==> src/rtl/lc3b_control_fsm_pkg.sv <==
// lc3b_types: opcode, ALU operation and control-state encodings shared by the LC-3b control FSM.
package lc3b_types;

    typedef enum logic [3:0] {
        op_br  = 4'b0000,
        op_add = 4'b0001,
        op_and = 4'b0101,
        op_ldr = 4'b0110,
        op_str = 4'b0111,
        op_not = 4'b1001
    } lc3b_opcode;

    typedef enum logic [2:0] {
        alu_add  = 3'd0,
        alu_and  = 3'd1,
        alu_not  = 3'd2,
        alu_pass = 3'd3
    } lc3b_aluop;

    typedef enum logic [3:0] {
        s_fetch1,
        s_fetch2,
        s_fetch3,
        s_decode,
        s_add,
        s_and,
        s_not,
        s_calc_addr,
        s_ldr1,
        s_ldr2,
        s_str1,
        s_str2,
        s_br,
        s_br_taken
    } lc3b_ctrl_state;

    // States that hold a memory request open until mem_resp.
    function automatic logic is_mem_state(lc3b_ctrl_state s);
        return s == s_fetch2 || s == s_ldr1 || s == s_str2;
    endfunction

endpackage

==> src/rtl/lc3b_control_fsm_if.sv <==
// lc3b_control_fsm_if: memory request/response handshake between the control FSM and memory.
interface lc3b_control_fsm_if;
    logic       mem_read;
    logic       mem_write;
    logic [1:0] mem_byte_enable;
    logic       mem_resp;

    modport master (output mem_read, mem_write, mem_byte_enable, input mem_resp);
    modport slave  (input mem_read, mem_write, mem_byte_enable, output mem_resp);
endinterface

==> src/rtl/lc3b_control_fsm.sv <==
// lc3b_control_fsm: Moore control FSM for the LC-3b mp0 datapath with a memory-stall watchdog.
module lc3b_control_fsm
    import lc3b_types::*;
#(
    parameter int unsigned STALL_LIMIT = 255
) (
    input  logic                        clk,
    input  logic                        rst_n,
    input  lc3b_opcode                  opcode,
    input  logic                        branch_enable,
    lc3b_control_fsm_if.master          mem,
    output logic                        load_pc,
    output logic                        load_ir,
    output logic                        load_regfile,
    output logic                        load_mar,
    output logic                        load_mdr,
    output logic                        load_cc,
    output logic                        pcmux_sel,
    output logic                        storemux_sel,
    output logic                        alumux_sel,
    output logic                        regfilemux_sel,
    output logic                        marmux_sel,
    output logic                        mdrmux_sel,
    output lc3b_aluop                   aluop,
    output logic                        mem_error
);

    localparam int CW = (STALL_LIMIT == 0) ? 1 : $clog2(STALL_LIMIT + 1);
    localparam logic [CW-1:0] LIMIT = CW'(STALL_LIMIT);
    localparam logic WD_EN = (STALL_LIMIT != 0);

    lc3b_ctrl_state state, state_next;
    logic [CW-1:0]  cnt;
    logic           stall, abort;

    assign stall = is_mem_state(state) && !mem.mem_resp;
    // A response on the final allowed cycle completes normally instead of aborting.
    assign abort = WD_EN && stall && cnt == LIMIT;

    always_ff @(posedge clk or negedge rst_n) begin
        if (!rst_n) begin
            state     <= s_fetch1;
            cnt       <= '0;
            mem_error <= 1'b0;
        end else begin
            state     <= state_next;
            cnt       <= (WD_EN && stall && !abort) ? cnt + 1'b1 : '0;
            mem_error <= mem_error | abort;
        end
    end

    always_comb begin
        state_next = state;
        case (state)
            s_fetch1:    state_next = s_fetch2;
            s_fetch2:    state_next = mem.mem_resp ? s_fetch3 : s_fetch2;
            s_fetch3:    state_next = s_decode;
            s_decode: begin
                case (opcode)
                    op_add:         state_next = s_add;
                    op_and:         state_next = s_and;
                    op_not:         state_next = s_not;
                    op_ldr, op_str: state_next = s_calc_addr;
                    op_br:          state_next = s_br;
                    default:        state_next = s_fetch1;
                endcase
            end
            s_calc_addr: state_next = (opcode == op_str) ? s_str1 : s_ldr1;
            s_ldr1:      state_next = mem.mem_resp ? s_ldr2 : s_ldr1;
            s_str1:      state_next = s_str2;
            s_str2:      state_next = mem.mem_resp ? s_fetch1 : s_str2;
            s_br:        state_next = branch_enable ? s_br_taken : s_fetch1;
            default:     state_next = s_fetch1;
        endcase
        if (abort)
            state_next = s_fetch1;
    end

    assign mem.mem_byte_enable = 2'b11;

    // Outputs are gated by rst_n so an in-flight request drops the moment reset asserts.
    always_comb begin
        load_pc        = 1'b0;
        load_ir        = 1'b0;
        load_regfile   = 1'b0;
        load_mar       = 1'b0;
        load_mdr       = 1'b0;
        load_cc        = 1'b0;
        pcmux_sel      = 1'b0;
        storemux_sel   = 1'b0;
        alumux_sel     = 1'b0;
        regfilemux_sel = 1'b0;
        marmux_sel     = 1'b0;
        mdrmux_sel     = 1'b0;
        aluop          = alu_add;
        mem.mem_read   = 1'b0;
        mem.mem_write  = 1'b0;
        if (rst_n) begin
            case (state)
                s_fetch1: begin
                    load_mar = 1'b1;
                    load_pc  = 1'b1;
                end
                s_fetch2, s_ldr1: begin
                    mem.mem_read = 1'b1;
                    load_mdr     = 1'b1;
                end
                s_fetch3: load_ir = 1'b1;
                s_add, s_and, s_not: begin
                    aluop        = (state == s_and) ? alu_and : (state == s_not) ? alu_not : alu_add;
                    load_regfile = 1'b1;
                    load_cc      = 1'b1;
                end
                s_calc_addr: begin
                    alumux_sel = 1'b1;
                    marmux_sel = 1'b1;
                    load_mar   = 1'b1;
                end
                s_ldr2: begin
                    regfilemux_sel = 1'b1;
                    load_regfile   = 1'b1;
                    load_cc        = 1'b1;
                end
                s_str1: begin
                    storemux_sel = 1'b1;
                    aluop        = alu_pass;
                    mdrmux_sel   = 1'b1;
                    load_mdr     = 1'b1;
                end
                s_str2: begin
                    storemux_sel  = 1'b1;
                    mem.mem_write = 1'b1;
                end
                s_br_taken: begin
                    pcmux_sel = 1'b1;
                    load_pc   = 1'b1;
                end
                default: ;
            endcase
        end
    end

endmodule
==> src/flat_wrapper.sv <==
// flat-port wrapper written by rule: the top's interface ports become plain ports
module lc3b_control_fsm_flat import lc3b_types::*;
#(
    parameter int unsigned STALL_LIMIT = 255
)
  (clk, rst_n, opcode, branch_enable, load_pc, load_ir, load_regfile, load_mar, load_mdr, load_cc, pcmux_sel, storemux_sel, alumux_sel, regfilemux_sel, marmux_sel, mdrmux_sel, aluop, mem_error, mem_mem_read, mem_mem_write, mem_mem_byte_enable, mem_mem_resp);
  lc3b_control_fsm_if mem_i ();
  input  logic clk;
  input  logic rst_n;
  input  lc3b_opcode opcode;
  input  logic branch_enable;
  output logic load_pc;
  output logic load_ir;
  output logic load_regfile;
  output logic load_mar;
  output logic load_mdr;
  output logic load_cc;
  output logic pcmux_sel;
  output logic storemux_sel;
  output logic alumux_sel;
  output logic regfilemux_sel;
  output logic marmux_sel;
  output logic mdrmux_sel;
  output lc3b_aluop aluop;
  output logic mem_error;
  output wire logic [$bits(mem_i.mem_read)-1:0] mem_mem_read;
  output wire logic [$bits(mem_i.mem_write)-1:0] mem_mem_write;
  output wire logic [$bits(mem_i.mem_byte_enable)-1:0] mem_mem_byte_enable;
  input wire logic [$bits(mem_i.mem_resp)-1:0] mem_mem_resp;
  assign mem_mem_read = mem_i.mem_read;
  assign mem_mem_write = mem_i.mem_write;
  assign mem_mem_byte_enable = mem_i.mem_byte_enable;
  assign mem_i.mem_resp = mem_mem_resp;
  lc3b_control_fsm #(.STALL_LIMIT(STALL_LIMIT)) u_core (.clk(clk), .rst_n(rst_n), .opcode(opcode), .branch_enable(branch_enable), .mem(mem_i), .load_pc(load_pc), .load_ir(load_ir), .load_regfile(load_regfile), .load_mar(load_mar), .load_mdr(load_mdr), .load_cc(load_cc), .pcmux_sel(pcmux_sel), .storemux_sel(storemux_sel), .alumux_sel(alumux_sel), .regfilemux_sel(regfilemux_sel), .marmux_sel(marmux_sel), .mdrmux_sel(mdrmux_sel), .aluop(aluop), .mem_error(mem_error));
endmodule
==> config.mk <==
export PLATFORM = sky130hd
export DESIGN_NAME = lc3b_control_fsm_flat
export DESIGN_NICKNAME = d
export VERILOG_FILES = /design/src/rtl/lc3b_control_fsm_pkg.sv /design/src/rtl/lc3b_control_fsm_if.sv /design/src/rtl/lc3b_control_fsm.sv /design/src/flat_wrapper.sv
export SDC_FILE = /design/constraint.sdc
export NUM_CORES = 1
export LEC_CHECK = 0
export ABC_CLOCK_PERIOD_IN_PS = 3560
export CAP_MARGIN = 20
export CORE_UTILIZATION = 51
export DETAILED_ROUTE_END_ITERATION = 8
export GPL_TIMING_DRIVEN = 0
export MAX_ROUTING_LAYER = met4
export PLACE_DENSITY = 0.92
export SLEW_MARGIN = 30
export SYNTH_ARGS = -nofsm -noshare
export SYNTH_HDL_FRONTEND = slang
export SYNTH_SLANG_ARGS = --single-unit
==> constraint.sdc <==
create_clock -name clk -period 3.56 [get_ports clk]
set_input_delay 0.712 -clock clk [delete_from_list [all_inputs] [get_ports clk]]
set_output_delay 0.712 -clock clk [all_outputs]
set_load 0.01 [all_outputs]
==> summary.md, run 1 <==
| Metric | Value |
|---|---|
| Result of the run | finished clean |
| R2r startpoint | u_core.cnt[0]$_DFF_PN0_ |
| Setup repair after global routing missed its margin | no |
| Sequential area share after synthesis | 31.6% |
| Switching share of total power | 42.3% |
| Largest net degree at the start of global routing | 23 |
| Routed via count | 1002 |
| Area enclosed by the die boundary | 0.00220 mm^2 |
| Overall Global Routing Usage | 25.9% |
| Post-route clock skew | 0.00277 ns |
| Clk root buf | sky130_fd_sc_hd__clkbuf_4 |
| Compound-Gate Fraction of Synth Area | 13.7% |
| # H-tree levels | 1 |
| Int Pwr | 0.406 mW |
| Number of instances in the synthesized netlist | 132 |
| Post-layout min period | 3.09 ns |
| Sort of element at the end of the critical path | primary output |
| Initial core utilization | 57.2% |
| Sum of routed wire length over all layers | 2.45 mm |
| Max-cap viol count | 0 |
| Final net count | 171 |
| Number of antenna violations at the first check in global routing | 0 |
| F_max | 324 MHz |
| Grt total ovfl | 0 |
| RR Endpoint | u_core.state[3]$_DFF_PN0_ |
| Signal arrival time at the worst endpoint | 2.38 ns |
| Clk network pwr share | 12.7% |
| Die boundary width | 46.9 um |
| Type of the setup path with the least slack | primary input to primary output |
| Post-place setup slack | 0.103 ns |
| Ports placed on the boundary | 28 |
| Worst slew margin relative to its limit | 41.3% |
| Total of warnings raised by yosys | 0 |
| Area share of and/or/nand/nor cells after synthesis | 36.0% |
| FF-to-FF setup slack | 1.86 ns |
| Post-route setup slack | 0.471 ns |
| Pwr/cell area | 528 mW/mm^2 |
| Sequential share of power | 26.7% |
| Routed length per placed instance | 13.2 um |
| Main synth FF type | sky130_fd_sc_hd__dfrtp_1 |
| Antenna cell count | 0 |
| Placement Rows | 15 |
| Largest fanout on the critical path | 22 |
| Post-route fraction of the period consumed by the critical path | 86.8% |
| Startpoint Class | primary input |
| Count of flip-flops with a built-in enable after synthesis | 0 |
| Count of final max-slew check failures | 0 |
| Number of buffers inserted to repair setup after CTS | 0 |
| Synth Area in XOR/XNOR | 6.80% |
| Power spent charging and discharging nets | 0.298 mW |
| Area of the placeable core | 0.00180 mm^2 |
| CTS tree | done |
| Share of async-settable or async-resettable flops after synthesis | 100% |
| R2R depth | 5 |
| Hold Violations, Final | 0 |
| Count of unresolved DRC violations after routing | 0 |
| Required time reported for the critical path endpoint | 2.85 ns |
| Number of standard cells in the layout, taps in and fillers out | 186 |
| Number of hold buffers added after CTS | 0 |
| Maximum count of clock buffers along a single path | 2 |
| Signed area change from the synthesized netlist to the final layout | 29.5% |
| Portion of total power attributed to combinational logic | 60.6% |
| Remaining antenna violation count after routing | 0 |
| Iter 0 DRT Violations | 34 |
| Worst min-delay path class | flop to flop |
| Total placed cells including tap cells | 182 |
| Most frequent standard cell in the layout excluding fill and tap cells | sky130_fd_sc_hd__clkdlybuf4s50_1 |
| Mux contribution to synthesized area | 2.07% |
| Port-buffer cells | 24 |
| Share of layout cells above drive strength 1 | 11.8% |
| TritonCTS buffer count | 3 |
| Most frequent cells in the layout | sky130_fd_sc_hd__clkdlybuf4s50_1 (23), sky130_fd_sc_hd__nor2_1 (21), sky130_fd_sc_hd__dfrtp_1 (13), sky130_fd_sc_hd__nand2b_1 (10), sky130_fd_sc_hd__nand2_1 (9) |
| Leakage | 0.554 nW |
| Largest family of logic cells by synthesized area | simple AND/OR/NAND/NOR gates |
| Die H | 46.9 um |
| Vias in the first global route | 922 |
| Adder-Cell Fraction of Synth Area | 1.22% |
| Routability Congestion | 0.816 |
| Hpwl dp | 1.86 mm |
| Clock-pin slew of the registers on the worst-case setup and hold paths | 0.08 ns |
| Post-synthesis cell area | 0.00103 mm^2 |
| Average vias per placed instance | 5.39 |
| Worst skew pair latency | 0.27 ns |
| Critical path endpoint | load_ir |
| IR Drop Worst-Case VDD | 0.378 mV |
| Detailed Routing Iterations Pass 1 | 4 |
| Synthesized area per cell | 7.80 um^2 |
| Worst setup startpoint | rst_n |
| Number of flip-flops and latches in the synthesized netlist | 13 |
| Number of endpoints failing setup at the final stage | 0 |
| Clock sink count | 13 |
| Global-route wire length before repair | 3.87 mm |
| TNS Setup | 0 ns |
| Transition time at the pin with the least slew margin | 0.879 ns |
| Number of library cell types mapped by synthesis | 41 |
cell usage after synthesis, types with 3 or more instances:
master,n,area (um^2)
sky130_fd_sc_hd__nor2_1,21,78.8
sky130_fd_sc_hd__dfrtp_1,13,325
sky130_fd_sc_hd__nand2b_1,10,62.6
sky130_fd_sc_hd__nand2_1,9,33.8
sky130_fd_sc_hd__a21oi_1,8,40.0
sky130_fd_sc_hd__nand3_1,7,35.0
sky130_fd_sc_hd__xnor2_1,6,52.6
sky130_fd_sc_hd__buf_2,5,25.0
sky130_fd_sc_hd__buf_4,5,37.5
sky130_fd_sc_hd__o21ai_0,4,20.0
sky130_fd_sc_hd__clkbuf_1,3,11.3
sky130_fd_sc_hd__nor2b_1,3,18.8
sky130_fd_sc_hd__or3_1,3,18.8
worst max-delay path, stage by stage:
cell and delay (ns):
sky130_fd_sc_hd__dlymetal6s2s_1 0.65, sky130_fd_sc_hd__nand3b_1 0.21, sky130_fd_sc_hd__nor3_1 0.22, sky130_fd_sc_hd__clkdlybuf4s50_1 0.58
through the flow:
step	power (mW)	util [%]	instance area (um^2)	hold WS (ns)
global route	0.752	74.0	1330	0.502
global placement	0.589	72.4	1310	0.465
CTS	0.702	73.9	1330	0.480
detailed placement	0.608	72.4	1310	0.466
floorplan	0.478	-	1030	0.416
finish	0.704	74.0	1330	0.481
layer usage:
metal	share of wire (%)	routed length, um	track usage (%)
met1	44	1070	29.9
met2	52	1270	45.3
met3	3.6	89	4.23
met4	0.94	23	8.57
met5	0	0	-
cell families after synthesis:
logic type / count (synthesis)
AND/OR/NAND/NOR: 69
AO/OA/AOI/OAI: 22
buffers and inverters: 15
flip-flops: 13
XOR/XNOR: 8
other: 2
multiplexers: 2
adder cells (fa/ha/maj): 1
registers in the layout (all words and copies together), names as in the netlist:
name and count:
u_core.mem_error 1, u_core.state 4, u_core.cnt 8
cell type report:
| cell class | instances | area, um^2 |
|---|---|---|
| multi-input cells | 105 | 627 |
| fillers | 159 | 468 |
| flip-flops and latches | 13 | 325 |
| repair buffers | 24 | 243 |
| plain buffers | 13 | 73.8 |
| well taps | 25 | 31.3 |
| clock buffers | 4 | 26.3 |
| inverters | 2 | 7.51 |
worst min path at each step:
stage,from,end,slack [ns],cells past startpoint
after global placement,u_core.mem_error$_DFF_PN0_,u_core.mem_error$_DFF_PN0_,0.47,1
after global routing,u_core.cnt[0]$_DFF_PN0_,u_core.cnt[0]$_DFF_PN0_,0.50,1
after detailed placement,u_core.mem_error$_DFF_PN0_,u_core.mem_error$_DFF_PN0_,0.47,1
final,u_core.mem_error$_DFF_PN0_,u_core.mem_error$_DFF_PN0_,0.48,1
after CTS,u_core.cnt[0]$_DFF_PN0_,u_core.cnt[0]$_DFF_PN0_,0.48,1
after floorplan,rst_n,u_core.cnt[0]$_DFF_PN0_,0.42,0
power groups by stage:
stage               sequential, mW  clock (mW)  combinational (mW)
floorplan                    0.186           0               0.292
global placement             0.188           0               0.401
detailed placement           0.191           0               0.417
CTS                          0.188      0.0936               0.421
global route                 0.191      0.0991               0.461
finish                       0.188      0.0894               0.427
timing repair:
action | in CTS | in global routing
endpoints found under the setup margin | 0 | 5
endpoints found under the hold margin | 0 | 0
resized for setup | 0 | 1
Note: power is estimated with default switching activity, not from simulation.
==> run 2, diff against run 1 <==
- CTS_CLUSTER_SIZE: unset -> 24
==> results of run 2 <==
No change in the layout: final DEF, timing and power equal those of run 1.
==> run 3, diff against run 2 <==
- CELL_PAD_IN_SITES_DETAIL_PLACEMENT: unset -> 1
- CELL_PAD_IN_SITES_GLOBAL_PLACEMENT: unset -> 2
- CORE_UTILIZATION: 51 -> 28
- PLACE_DENSITY: 0.92 -> 0.9
==> summary.md, run 3 (synthesis gave the netlist of run 1 again) <==
| Metric | Value |
|---|---|
| Ports placed on the boundary | 28 |
| Average vias per placed instance | 4.80 |
| Area of the placeable core | 0.00344 mm^2 |
| Overall Global Routing Usage | 14.1% |
| Worst slew margin relative to its limit | 65.1% |
| Maximum count of clock buffers along a single path | 2 |
| Number of filler cells placed in the layout | 434 |
| Routed via count | 993 |
| Int Pwr | 0.441 mW |
| Sum of routed wire length over all layers | 2.62 mm |
| Post-route fraction of the period consumed by the critical path | 82.0% |
| Setup repair after global routing missed its margin | no |
| Power spent charging and discharging nets | 0.296 mW |
| Detailed Routing Iterations Pass 1 | 4 |
| Largest fanout on the critical path | 10 |
| Worst min-delay path class | primary input to async pin |
| Post-layout min period | 2.92 ns |
| Startpoint Class | flop |
| Routability Congestion | 0.783 |
| Iter 0 DRT Violations | 21 |
| Switching share of total power | 40.1% |
| Portion of total power attributed to combinational logic | 57.1% |
| Sequential share of power | 25.4% |
| IR Drop Worst-Case VDD | 0.223 mV |
| Leakage | 0.553 nW |
| Hold slack final | 0.410 ns |
| Worst skew pair latency | 0.24 ns |
| # H-tree levels | 1 |
| Biggest registers after layout | u_core.cnt x8, u_core.state x4, u_core.mem_error x1 |
| TritonCTS buffer count | 3 |
| Largest reg by FF count | u_core.cnt |
| Number of endpoints failing setup at the final stage | 0 |
| Sort of element at the end of the critical path | primary output |
| Number of hold buffers added after CTS | 0 |
| Transition time at the pin with the least slew margin | 0.522 ns |
| Max-cap viol count | 0 |
| Type of the setup path with the least slack | flop to primary output |
| Count of final max-slew check failures | 0 |
| Total placed cells including tap cells | 203 |
| Grt total ovfl | 0 |
| F_max | 343 MHz |
| Count of cells resized by post-cts repair | 0 |
| Largest net degree at the start of global routing | 23 |
| Die boundary width | 62.6 um |
| Hpwl dp | 1.99 mm |
| Result of the run | finished clean |
| Number of standard cells in the layout, taps in and fillers out | 207 |
| Most frequent standard cell in the layout excluding fill and tap cells | sky130_fd_sc_hd__clkdlybuf4s50_1 |
| Clk root buf | sky130_fd_sc_hd__clkbuf_8 |
| Count of unresolved DRC violations after routing | 0 |
| Flip-flop count of the largest register, all copies and words added | 8 |
| Required time reported for the critical path endpoint | 2.85 ns |
| Vias in the first global route | 971 |
| Area enclosed by the die boundary | 0.00392 mm^2 |
| Post-route clock skew | 0.000649 ns |
| Signal arrival time at the worst endpoint | 2.21 ns |
| Signed area change from the synthesized netlist to the final layout | 33.2% |
| TNS Setup | 0 ns |
| Die H | 62.6 um |
| Overall power consumption | 0.737 mW |
| Number of antenna violations at the first check in global routing | 0 |
| Routed length per placed instance | 12.6 um |
| Antenna cell count | 0 |
| Hold Violations, Final | 0 |
| Initial core utilization | 29.9% |
| FF-to-FF setup slack | 1.85 ns |
| Pwr/cell area | 537 mW/mm^2 |
| Remaining antenna violation count after routing | 0 |
| Port-buffer cells | 24 |
| Number of buffers inserted to repair setup after CTS | 0 |
| Clock-pin slew of the registers on the worst-case setup and hold paths | 0.05 ns |
| Clk network pwr share | 17.5% |
| Share of layout cells above drive strength 1 | 12.4% |
| CTS tree | done |
| Placement Rows | 21 |
| Global-route wire length before repair | 4.26 mm |
| Most frequent cells in the layout | sky130_fd_sc_hd__clkdlybuf4s50_1 (23), sky130_fd_sc_hd__nor2_1 (21), sky130_fd_sc_hd__dfrtp_1 (13), sky130_fd_sc_hd__nand2b_1 (10), sky130_fd_sc_hd__nand2_1 (9) |
| Clock sink count | 13 |
| Final net count | 171 |
run 3: cell types whose count changed in the layout (fill, tap and decap cells not counted):
cell,before,now
sky130_fd_sc_hd__buf_2,5,6
sky130_fd_sc_hd__dlymetal6s2s_1,1,0
sky130_fd_sc_hd__clkbuf_8,0,3
sky130_fd_sc_hd__clkbuf_4,3,0
run 3: worst paths after layout:
check | from | end | cells past startpoint
setup / recovery | u_core.state[3]$_DFF_PN0_ | load_mdr | 5
hold / removal | rst_n | u_core.state[3]$_DFF_PN0_ | 1
setup reg to reg | u_core.cnt[0]$_DFF_PN0_ | u_core.state[3]$_DFF_PN0_ | 5
hold reg to reg | u_core.mem_error$_DFF_PN0_ | u_core.mem_error$_DFF_PN0_ | 1
max in group asynchronous | rst_n | u_core.cnt[7]$_DFF_PN0_ | 1
min in group clk | u_core.mem_error$_DFF_PN0_ | u_core.mem_error$_DFF_PN0_ | 1
run 3: metrics by stage:
stage	instance area [um^2]	util, %	setup WS, ns
after detailed placement	1330	38.7	0.0507
final	1370	39.8	0.641
after global routing	1370	39.8	0.508
after CTS	1380	40.0	0.0494
after floorplan	1030	-	1.54
after global placement	1330	38.7	0.101
run 3: power groups by stage:
| stage | sequential (mW) | combinational (mW) | clock (mW) |
|---|---|---|---|
| final | 0.187 | 0.421 | 0.129 |
| after detailed placement | 0.190 | 0.425 | 0 |
| after floorplan | 0.186 | 0.292 | 0 |
| after global routing | 0.191 | 0.465 | 0.137 |
| after global placement | 0.188 | 0.416 | 0 |
| after CTS | 0.188 | 0.426 | 0.134 |
run 3: cell type report:
| type | count | area (um^2) | area share [%] |
|---|---|---|---|
| Buffer | 13 | 73.8 | 5.38 |
| Sequential cell | 13 | 325 | 23.7 |
| Clock buffer | 4 | 45.0 | 3.28 |
| Multi-Input combinational cell | 105 | 627 | 45.7 |
| Tap cell | 46 | 57.6 | 4.20 |
| Timing Repair Buffer | 24 | 235 | 17.2 |
| Inverter | 2 | 7.51 | 0.547 |
run 3: routing by layer:
metal / track usage, % / up-vias / share of wire (%)
li1: - / 499 / -
met1: 14.7 / 462 / 45
met2: 26.2 / 27 / 50
met3: 1.46 / 5 / 3.0
met4: 6.98 / 0 / 2.0
met5: - / - / 0
run 3: worst max-delay path, cell delays in order, from the launching register on:
cell and delay [ns]:
sky130_fd_sc_hd__dfrtp_1 0.37, sky130_fd_sc_hd__clkbuf_1 0.34, sky130_fd_sc_hd__buf_2 0.29, sky130_fd_sc_hd__mux2_2 0.35, sky130_fd_sc_hd__nor2_1 0.08, sky130_fd_sc_hd__clkdlybuf4s50_1 0.53
